**src/rtl/tpu_ctrl_pkg.sv**
```systemverilog
// rtl/tpu_ctrl_pkg.sv - shared types and width helpers for the TPU control blocks
package tpu_ctrl_pkg;

   typedef enum logic [2:0] {
      FILL_IDLE,
      FILL_ISSUE,
      FILL_WAIT,
      FILL_LOADED,
      FILL_DRAIN
   } fill_state_t;

   localparam int DEFAULT_FIFO_WIDTH = 16;
   localparam int ROW_COUNT_WIDTH    = $clog2(DEFAULT_FIFO_WIDTH) + 1;

   function automatic int row_count_width(input int fifo_width);
      return $clog2(fifo_width) + 1;
   endfunction

   function automatic int row_bus_width(input int fifo_width, input int data_width);
      return fifo_width * data_width;
   endfunction

endpackage

```
**src/rtl/valid_delay_line.sv**
```systemverilog
// rtl/valid_delay_line.sv - DEPTH-stage {valid, real} shift register with synchronous clear
module valid_delay_line #(
   parameter int DEPTH = 1
) (
   input  logic clk,
   input  logic i_clear,
   input  logic i_valid,
   input  logic i_real,
   output logic o_valid,
   output logic o_real,
   output logic o_pending
);

   localparam logic [DEPTH-1:0] OUT_MASK = DEPTH'(1) << (DEPTH - 1);

   logic [DEPTH-1:0] r_valid;
   logic [DEPTH-1:0] r_real;

   always_ff @(posedge clk) begin
      if (i_clear) begin
         r_valid <= '0;
         r_real  <= '0;
      end else begin
         r_valid[0] <= i_valid;
         r_real[0]  <= i_real;
         for (int i = 1; i < DEPTH; i++) begin
            r_valid[i] <= r_valid[i-1];
            r_real[i]  <= r_real[i-1];
         end
      end
   end

   assign o_valid = r_valid[DEPTH-1];
   assign o_real  = r_real[DEPTH-1];
   // entries still in flight behind the one currently at the output
   assign o_pending = |(r_valid & ~OUT_MASK);

endmodule

```
**src/rtl/weight_fifo_fill.sv**
```systemverilog
// rtl/weight_fifo_fill.sv - weight FIFO fill controller; WEIGHT_FILL_REVERSE_EN pushes tile rows last-first
module weight_fifo_fill
   import tpu_ctrl_pkg::*;
#(
   parameter int FIFO_WIDTH  = 16,
   parameter int DATA_WIDTH  = 8,
   parameter int ADDR_WIDTH  = 8,
   parameter int MEM_LATENCY = 1
) (
   input  logic                                            clk,
   input  logic                                            reset,
   input  logic                                            i_start,
   input  logic [ADDR_WIDTH-1:0]                           i_base_addr,
   input  logic [row_count_width(FIFO_WIDTH)-1:0]          i_num_rows,
   output logic                                            o_mem_rd_en,
   output logic [ADDR_WIDTH-1:0]                           o_mem_addr,
   input  logic [row_bus_width(FIFO_WIDTH, DATA_WIDTH)-1:0] i_mem_rd_data,
   output logic [FIFO_WIDTH-1:0]                           o_fifo_wr_en,
   output logic [row_bus_width(FIFO_WIDTH, DATA_WIDTH)-1:0] o_fifo_wr_data,
   input  logic                                            i_drain_start,
   input  logic                                            i_drain_done,
   output logic                                            o_loaded,
   output logic                                            o_busy
);

   localparam int RCW = row_count_width(FIFO_WIDTH);
   localparam int KW  = RCW - 1;
   localparam logic [KW-1:0]  K_LAST = KW'(FIFO_WIDTH - 1);
   localparam logic [RCW-1:0] N_MAX  = RCW'(FIFO_WIDTH);

   fill_state_t           r_state;
   fill_state_t           w_next;
   logic [KW-1:0]         r_k;
   logic [RCW-1:0]        r_n;
   logic [ADDR_WIDTH-1:0] r_base;
   logic [ADDR_WIDTH-1:0] r_last_addr;
   logic                  w_issue;
   logic                  w_real_slot;
   logic                  w_push;
   logic                  w_push_real;
   logic                  w_pending;
   logic [RCW-1:0]        w_offset;
   logic [ADDR_WIDTH-1:0] w_slot_addr;

   assign w_issue     = (r_state == FILL_ISSUE);
   assign w_real_slot = ({1'b0, r_k} < r_n);

`ifdef WEIGHT_FILL_REVERSE_EN
   assign w_offset = r_n - RCW'(1) - {1'b0, r_k};
`else
   assign w_offset = {1'b0, r_k};
`endif
   assign w_slot_addr = r_base + ADDR_WIDTH'(w_offset);

   always_ff @(posedge clk) begin
      if (reset) begin
         r_state <= FILL_IDLE;
      end else begin
         r_state <= w_next;
      end
   end

   always_comb begin
      w_next = r_state;
      case (r_state)
         FILL_IDLE:   if (i_start)              w_next = FILL_ISSUE;
         FILL_ISSUE:  if (r_k == K_LAST)        w_next = FILL_WAIT;
         FILL_WAIT:   if (!w_pending)           w_next = FILL_LOADED;
         FILL_LOADED: if (i_drain_start)        w_next = FILL_DRAIN;
         FILL_DRAIN:  if (i_drain_done)         w_next = FILL_IDLE;
         default:                               w_next = FILL_IDLE;
      endcase
   end

   always_comb begin
      o_mem_rd_en = 1'b0;
      o_loaded    = 1'b0;
      o_busy      = 1'b1;
      case (r_state)
         FILL_IDLE:   o_busy      = 1'b0;
         FILL_ISSUE:  o_mem_rd_en = w_real_slot;
         FILL_LOADED: o_loaded    = 1'b1;
         default:     ;
      endcase
   end

   always_ff @(posedge clk) begin
      if (reset) begin
         r_k         <= '0;
         r_n         <= '0;
         r_base      <= '0;
         r_last_addr <= '0;
      end else begin
         if (r_state == FILL_IDLE && i_start) begin
            r_k    <= '0;
            r_base <= i_base_addr;
            r_n    <= (i_num_rows > N_MAX) ? N_MAX : i_num_rows;
         end else if (w_issue) begin
            r_k <= r_k + KW'(1);
         end
         if (o_mem_rd_en) begin
            r_last_addr <= w_slot_addr;
         end
      end
   end

   // padding slots keep the address bus parked on the last real read
   assign o_mem_addr = o_mem_rd_en ? w_slot_addr : r_last_addr;

   valid_delay_line #(
      .DEPTH(MEM_LATENCY)
   ) u_delay (
      .clk      (clk),
      .i_clear  (reset),
      .i_valid  (w_issue),
      .i_real   (w_issue & w_real_slot),
      .o_valid  (w_push),
      .o_real   (w_push_real),
      .o_pending(w_pending)
   );

   assign o_fifo_wr_en   = {FIFO_WIDTH{w_push}};
   assign o_fifo_wr_data = (w_push && w_push_real) ? i_mem_rd_data : '0;

endmodule

```
**config.mk**
```make
export PLATFORM = sky130hd
export DESIGN_NAME = weight_fifo_fill
export DESIGN_NICKNAME = d
export VERILOG_FILES = /design/src/rtl/tpu_ctrl_pkg.sv /design/src/rtl/valid_delay_line.sv /design/src/rtl/weight_fifo_fill.sv
export SDC_FILE = /design/constraint.sdc
export NUM_CORES = 1
export LEC_CHECK = 0
export ABC_AREA = 1
export CAP_MARGIN = 0
export CORE_AREA = 5 5 112 114
export CTS_BUF_LIST = sky130_fd_sc_hd__clkbuf_4
export DETAILED_ROUTE_END_ITERATION = 10
export DIE_AREA = 0 0 117 119
export MAX_ROUTING_LAYER = met4
export PLACE_DENSITY = 0.79
export SKIP_LAST_GASP = 1
export SYNTH_ARGS = -nofsm -noshare
export SYNTH_HDL_FRONTEND = slang
export SYNTH_SLANG_ARGS = --single-unit
```
**constraint.sdc**
```tcl
create_clock -name clk -period 2.25 [get_ports clk]
set_input_delay 0.675 -clock clk [delete_from_list [all_inputs] [get_ports clk]]
set_output_delay 0.675 -clock clk [all_outputs]
set_load 0.02 [all_outputs]
```
Word level (Yosys, flattened, before mapping)
Index checks and enable logic that the tools add are counted.
Widths: inputs -> output; s select.
- register bits: 30
- logic and storage cells: 37
- latch bits: 0
- memories kept: 0
- RAM bits: 0
- memory bits (read-only): 0
- $add $sub $neg: 2
- $lt $le $gt $ge: 2
- bitwise logic cells: 1
- reduce and logical (&&, ||, !) cells: 5
- multiply operators: 0
- equal/unequal tests: 9
- div/mod/pow operators: 0
- shifts and indexed selects: 0
- multiplexer cells: 11
- operators by type and width (operator ; count):
    $mux 128 ; 1
    $pmux 3 s5 ; 1
    $mux 3 ; 4
    $add 8x4->8 ; 1
    $mux 8 ; 1
    $ne 2x2->1 const B ; 4
    $eq 3x2->1 const B ; 2
    $gt 5x5->1 const B ; 1
    $lt 4x5->1 ; 1
    $mux 5 ; 1
    $add 4x1->4 const B ; 1
    $eq 4x4->1 const B ; 1
    $reduce_and 4->1 ; 1
    $eq 3x1->1 const B ; 1
    $eq 3x3->1 const B ; 1
    $logic_not 3->1 ; 1
    $mux 1 ; 3
    $logic_and 1x1->1 ; 2
    $reduce_or 2->1 ; 1
    $and 1x1->1 ; 1

Longest topological paths before layout
- word-level depth: 3
- depth in mapped cells: 10
- mapped depth without buffers: 10

By module
From an unflattened synthesis, not the netlist that was laid out.
- cell total of the unflattened synthesis: 521
- area, all modules: 2757.6 um2
- by module, submodules not included (module ; times used ; cells an instance ; area an instance (um2)):
    weight_fifo_fill ; 1 ; 513 ; 2691.3
    valid_delay_line ; 1 ; 8 ; 66.3

Least setup slack after synthesis
Ideal clock, no wire load.
- path type: register to output
- from: reg r_k[0]
- to: out o_mem_addr[4]
- cell stages (with the launch flop): 9
- data required time: 1.575 ns
- path slack: -0.051 ns
- arrival: 1.626 ns
- cell sequence: dfxtp_1 ha_1 inv_1 fa_1 nand3b_1 nand2_1 xor2_1 nand2_2 nand2_1
- word-level cells in the longest chain between the ends: 3
- RTL lines (what ; line ; source):
    start: declaration ; weight_fifo_fill.sv:33 ; logic [KW-1:0] r_k;
    start signal: assignment ; weight_fifo_fill.sv:99 ; r_k <= r_k + KW'(1);
    branches (longest 2 deep; another with $add 8x4->8) ; -- ;
    $mux 8 (*) ; -- ;
    end: declaration ; weight_fifo_fill.sv:16 ; output logic [ADDR_WIDTH-1:0] o_mem_addr,
Mark *: on every way between the ends.

Worst setup path in the final report
- from: reg r_base[0]
- to: out o_mem_addr[6]
- word-level cells in the longest chain between the ends: 2
- RTL lines (what ; line ; source):
    start: declaration ; weight_fifo_fill.sv:35 ; logic [ADDR_WIDTH-1:0] r_base;
    start signal: assignment ; weight_fifo_fill.sv:96 ; r_base <= i_base_addr;
    $add 8x4->8 ; weight_fifo_fill.sv:53 ; assign w_slot_addr = r_base + ADDR_WIDTH'(w_offset);
    $mux 8 ; -- ;
No other way between the ends.

==> run summary <==
Across the run, the number of max-cap violations was 0. For the clock buffer count from CTS, the log shows 5. The sum of routed wire length over all layers came out at 16,500 um.

The power density over cell area is 610 nW/um^2. The worst setup path is captured at an output pin. The internal portion of the total power is 2.15 mW. The share of the yosys chip area belonging to registers came out at 0.211.

Switching share of power: 0.441. The floorplan step defined a core boundary enclosing 11,300 um^2. The floorplan step set the die height to 119 um. The smallest clock period supported by the final layout is computed as 2.61 ns.

In the layout the commonest cells are inv_1, nor2_1, clkdlybuf4s50_1. The power share of the combinational group was 0.707; the die outline width was 117 um. Critical-path maximum fanout: 3. The critical path goes through ha_4, inv_2, fa_2, nand3b_1, nand2_2, nand2_1, nand2_1, nand3_2, nand2_2, inv_2, buf_6. The flow ran to the end, but the final reports show violations. The mean post-synth cell area was 5.48 um^2; the number of synthesized register bits was 30.

The utilization after layout was 0.556; the residual overflow from global routing was 0. Yosys mapped a number of flops with a built-in enable equal to 0. The number of setup violations in the final report is 10.

The tools report the worst voltage drop across the vdd grid as 763 uV. After detailed routing, the average wire length per cell comes to 16.7 um. The layout cell share with drive strength beyond 1 was 0.340. After the last flow step, the layout net total stands at 1,002. Derived from the worst setup path, the maximum achievable clock frequency is 383 MHz. The run gives 2840 um^2 as the mapped cell area. Buffer cell driving the clock tree root: clkbuf_4. The slew of the pin with the lowest slew margin was 0.385 ns; the switching component of the power was 1.69 mW. STA puts the critical path data required time at 1.57 ns. In the synthesized netlist the dominant register cell turns out to be dfxtp_1.

The first TritonRoute pass finished after 5 iterations. The run gives 2 as the number of H-tree branching levels. Setup repair after global routing could not meet its margin everywhere.

Entering global routing, the biggest net connects 68 pins. The run gives 13,200 um as the HPWL after detailed placement. The starting density of the core was 0.251.

TritonCTS built the clock tree. Routed via count divided by cell count: 4.13. The area growth from synthesis to layout was 121%; the initial antenna violation count was 2.

The placed instances occupy a cell area of 6190 um^2. The run gives 0 as the count of final hold-check violations. Leaving out fill and tap cells, the most frequent cell in the layout is inv_1. The run gives 0 as the final number of max-transition violations.

The post-synthesis async set-or-reset flop share was 0. The tools report the worst-case clock skew as 0.0132 ns. For the worst slew slack as a fraction of its limit, the log shows 0.743. After floorplanning, the core was divided into 39 placement rows. In this run the deepest clock path goes through 2 buffers. The tools report the number of vias in the routed layout as 4,101. The fraction of power consumed by the clock network is 0.082, and the number of port buffers is 300. Summing internal, switching and leakage power gives 3.84 mW. The multi-input logic area came out at 1600 um^2. The tools report the data arrival at the endpoint of the critical path as 1.94 ns.

The post-synthesis cell count is 519. The TritonCTS sink count is 30. The share of the clock period used by the worst path was 1.16. The first global-routing pass estimated 22,800 um of wire.

The class of the tightest hold or removal check is reg -> reg. The maximum single-stage delay on the critical path came out at 0.38 ns. The number of global-route vias before repair is 3,966. For this run, the number of Yosys warnings is 0.

For the number of remaining DRC errors, the log shows 0. The checks that failed: negative setup slack. Die footprint: 13,900 um^2.

The worst setup path is of the reg -> out kind. With fillers left out, the area of the finished cells amounts to 6290 um^2. During I/O placement, the number of pins put on the boundary was 301. The clock-pin transition on the worst setup and hold timing paths works out to 0.09 ns.

The logs give 0.212 for the part of the power in registers and 0.34 ns for the clock latency on the worst-skew pair. Counting every net in the synthesized netlist gives 674. The synthesized netlist contains 35 unique library cells.

The count of nets left with antenna violations once routing finished came out at 0. Standby leakage power: 3.58 nW. For the global router's overall resource usage, the log shows 0.221. Storage element area: 616 um^2. Master of the slowest instance on the critical path: dfxtp_4.

The detailed router's first-iteration violation count was 213. The logs give 1,117 for the layout filler cell count and -0.362 ns for the slack of the critical path. After routing, the total negative slack on setup checks comes to -2.90 ns.

STA classifies the critical path startpoint as a register. The weighted congestion reported at the end of routability-driven placement was 0.878.
==> routing by layer <==
layer | part of all wire | routed length (um) | GRT usage
met3 | 0.11 | 1880 | 0.0756
met4 | 0.015 | 240 | 0.0380
met2 | 0.49 | 8090 | 0.377
met5 | 0 | 0 | -
met1 | 0.38 | 6330 | 0.252
==> state kept, by name, indices dropped and copies added, names as in the netlist <==
register and cells:
r_n 5, u_delay.o_real 1, r_k 4, r_base 8, r_state 3, u_delay.o_valid 1
r_last_addr 8
==> repair_timing <==
action,in CTS,in global routing
pin swaps,16,17
hold buffers,0,0
resized for setup,428,107
endpoints found under the setup margin,140,89
setup buffers,19,8
==> cells in the mapped netlist (2+ instances only) <==
master    number  area [um^2]
nor2_1       153          574
nand3_1       17         85.1
dfxtp_1       30          601
a21oi_1       10         50.1
nand2_1       37          139
nand3_2        4         40.0
o21ai_0        8         40.0
o21ai_2        4         35.0
ha_1           8          100
nor2_2         8         50.1
nor2_8         2         40.0
inv_1        165          619
buf_4         16          120
clkbuf_1      15         56.3
buf_6          2         22.5
nand4_1        2         12.5
inv_2          5         18.8
o21ai_1        5         25.0
nand2_2       12         75.1
==> cells by family after synthesis <==
| group | after synthesis | synth area share |
|---|---|---|
| AND/OR/NAND/NOR | 241 | 0.376 |
| buffers and inverters | 205 | 0.298 |
| AO/OA/AOI/OAI | 32 | 0.0660 |
| flip-flops | 30 | 0.211 |
| adder cells (fa/ha/maj) | 9 | 0.0423 |
| XOR/XNOR | 2 | 0.00616 |
==> worst max-delay path: cells and delay by family (launching register included) <==
kind,cells,cell delay (ns)
and+or+nand+nor,6,0.57
adders and majority gates,2,0.47
buffers and inverters,3,0.20
DFF,1,0.38
==> metrics by stage <==
| stage | hold slack, ns | setup WS [ns] | cells |
|---|---|---|---|
| 3_3_place_gp | 0.440 | -0.527 | 962 |
| 4_1_cts | 0.479 | -0.371 | 989 |
| 2_1_floorplan | 0.426 | 0.0347 | 519 |
| 3_5_place_dp | 0.463 | -0.606 | 962 |
| 5_1_grt | 0.499 | -0.483 | 993 |
| 6_report | 0.482 | -0.362 | 993 |
==> final cells by class <==
class | instances | share of cell area
clock inverters | 3 | 0.00258
repair buffers | 355 | 0.507
flip-flops and latches | 30 | 0.0978
inverters | 171 | 0.102
multi-input cells | 284 | 0.255
diodes | 2 | 0.000795
well taps | 143 | 0.0284
clock buffers | 5 | 0.00596
==> power groups by stage <==
stage / registers [mW] / logic (mW) / clock network [mW]
after CTS: 0.795 / 2.53 / 0.326
after detailed placement: 0.784 / 2.21 / 0
after floorplan: 0.787 / 1.24 / 0
after global routing: 0.821 / 2.92 / 0.346
after global placement: 0.775 / 2.18 / 0
final: 0.813 / 2.71 / 0.314
==> final timing paths <==
check | from | end | slack [ns] | cells past startpoint
setup reg to reg | r_k[2] | r_last_addr[2] | -0.11 | 18
setup / recovery | r_base[0] | o_mem_addr[6] | -0.36 | 11
hold reg to reg | r_n[0] | r_n[0] | 0.48 | 2
hold / removal | r_n[0] | r_n[0] | 0.48 | 2
Note: power is estimated with default switching activity, not from simulation.
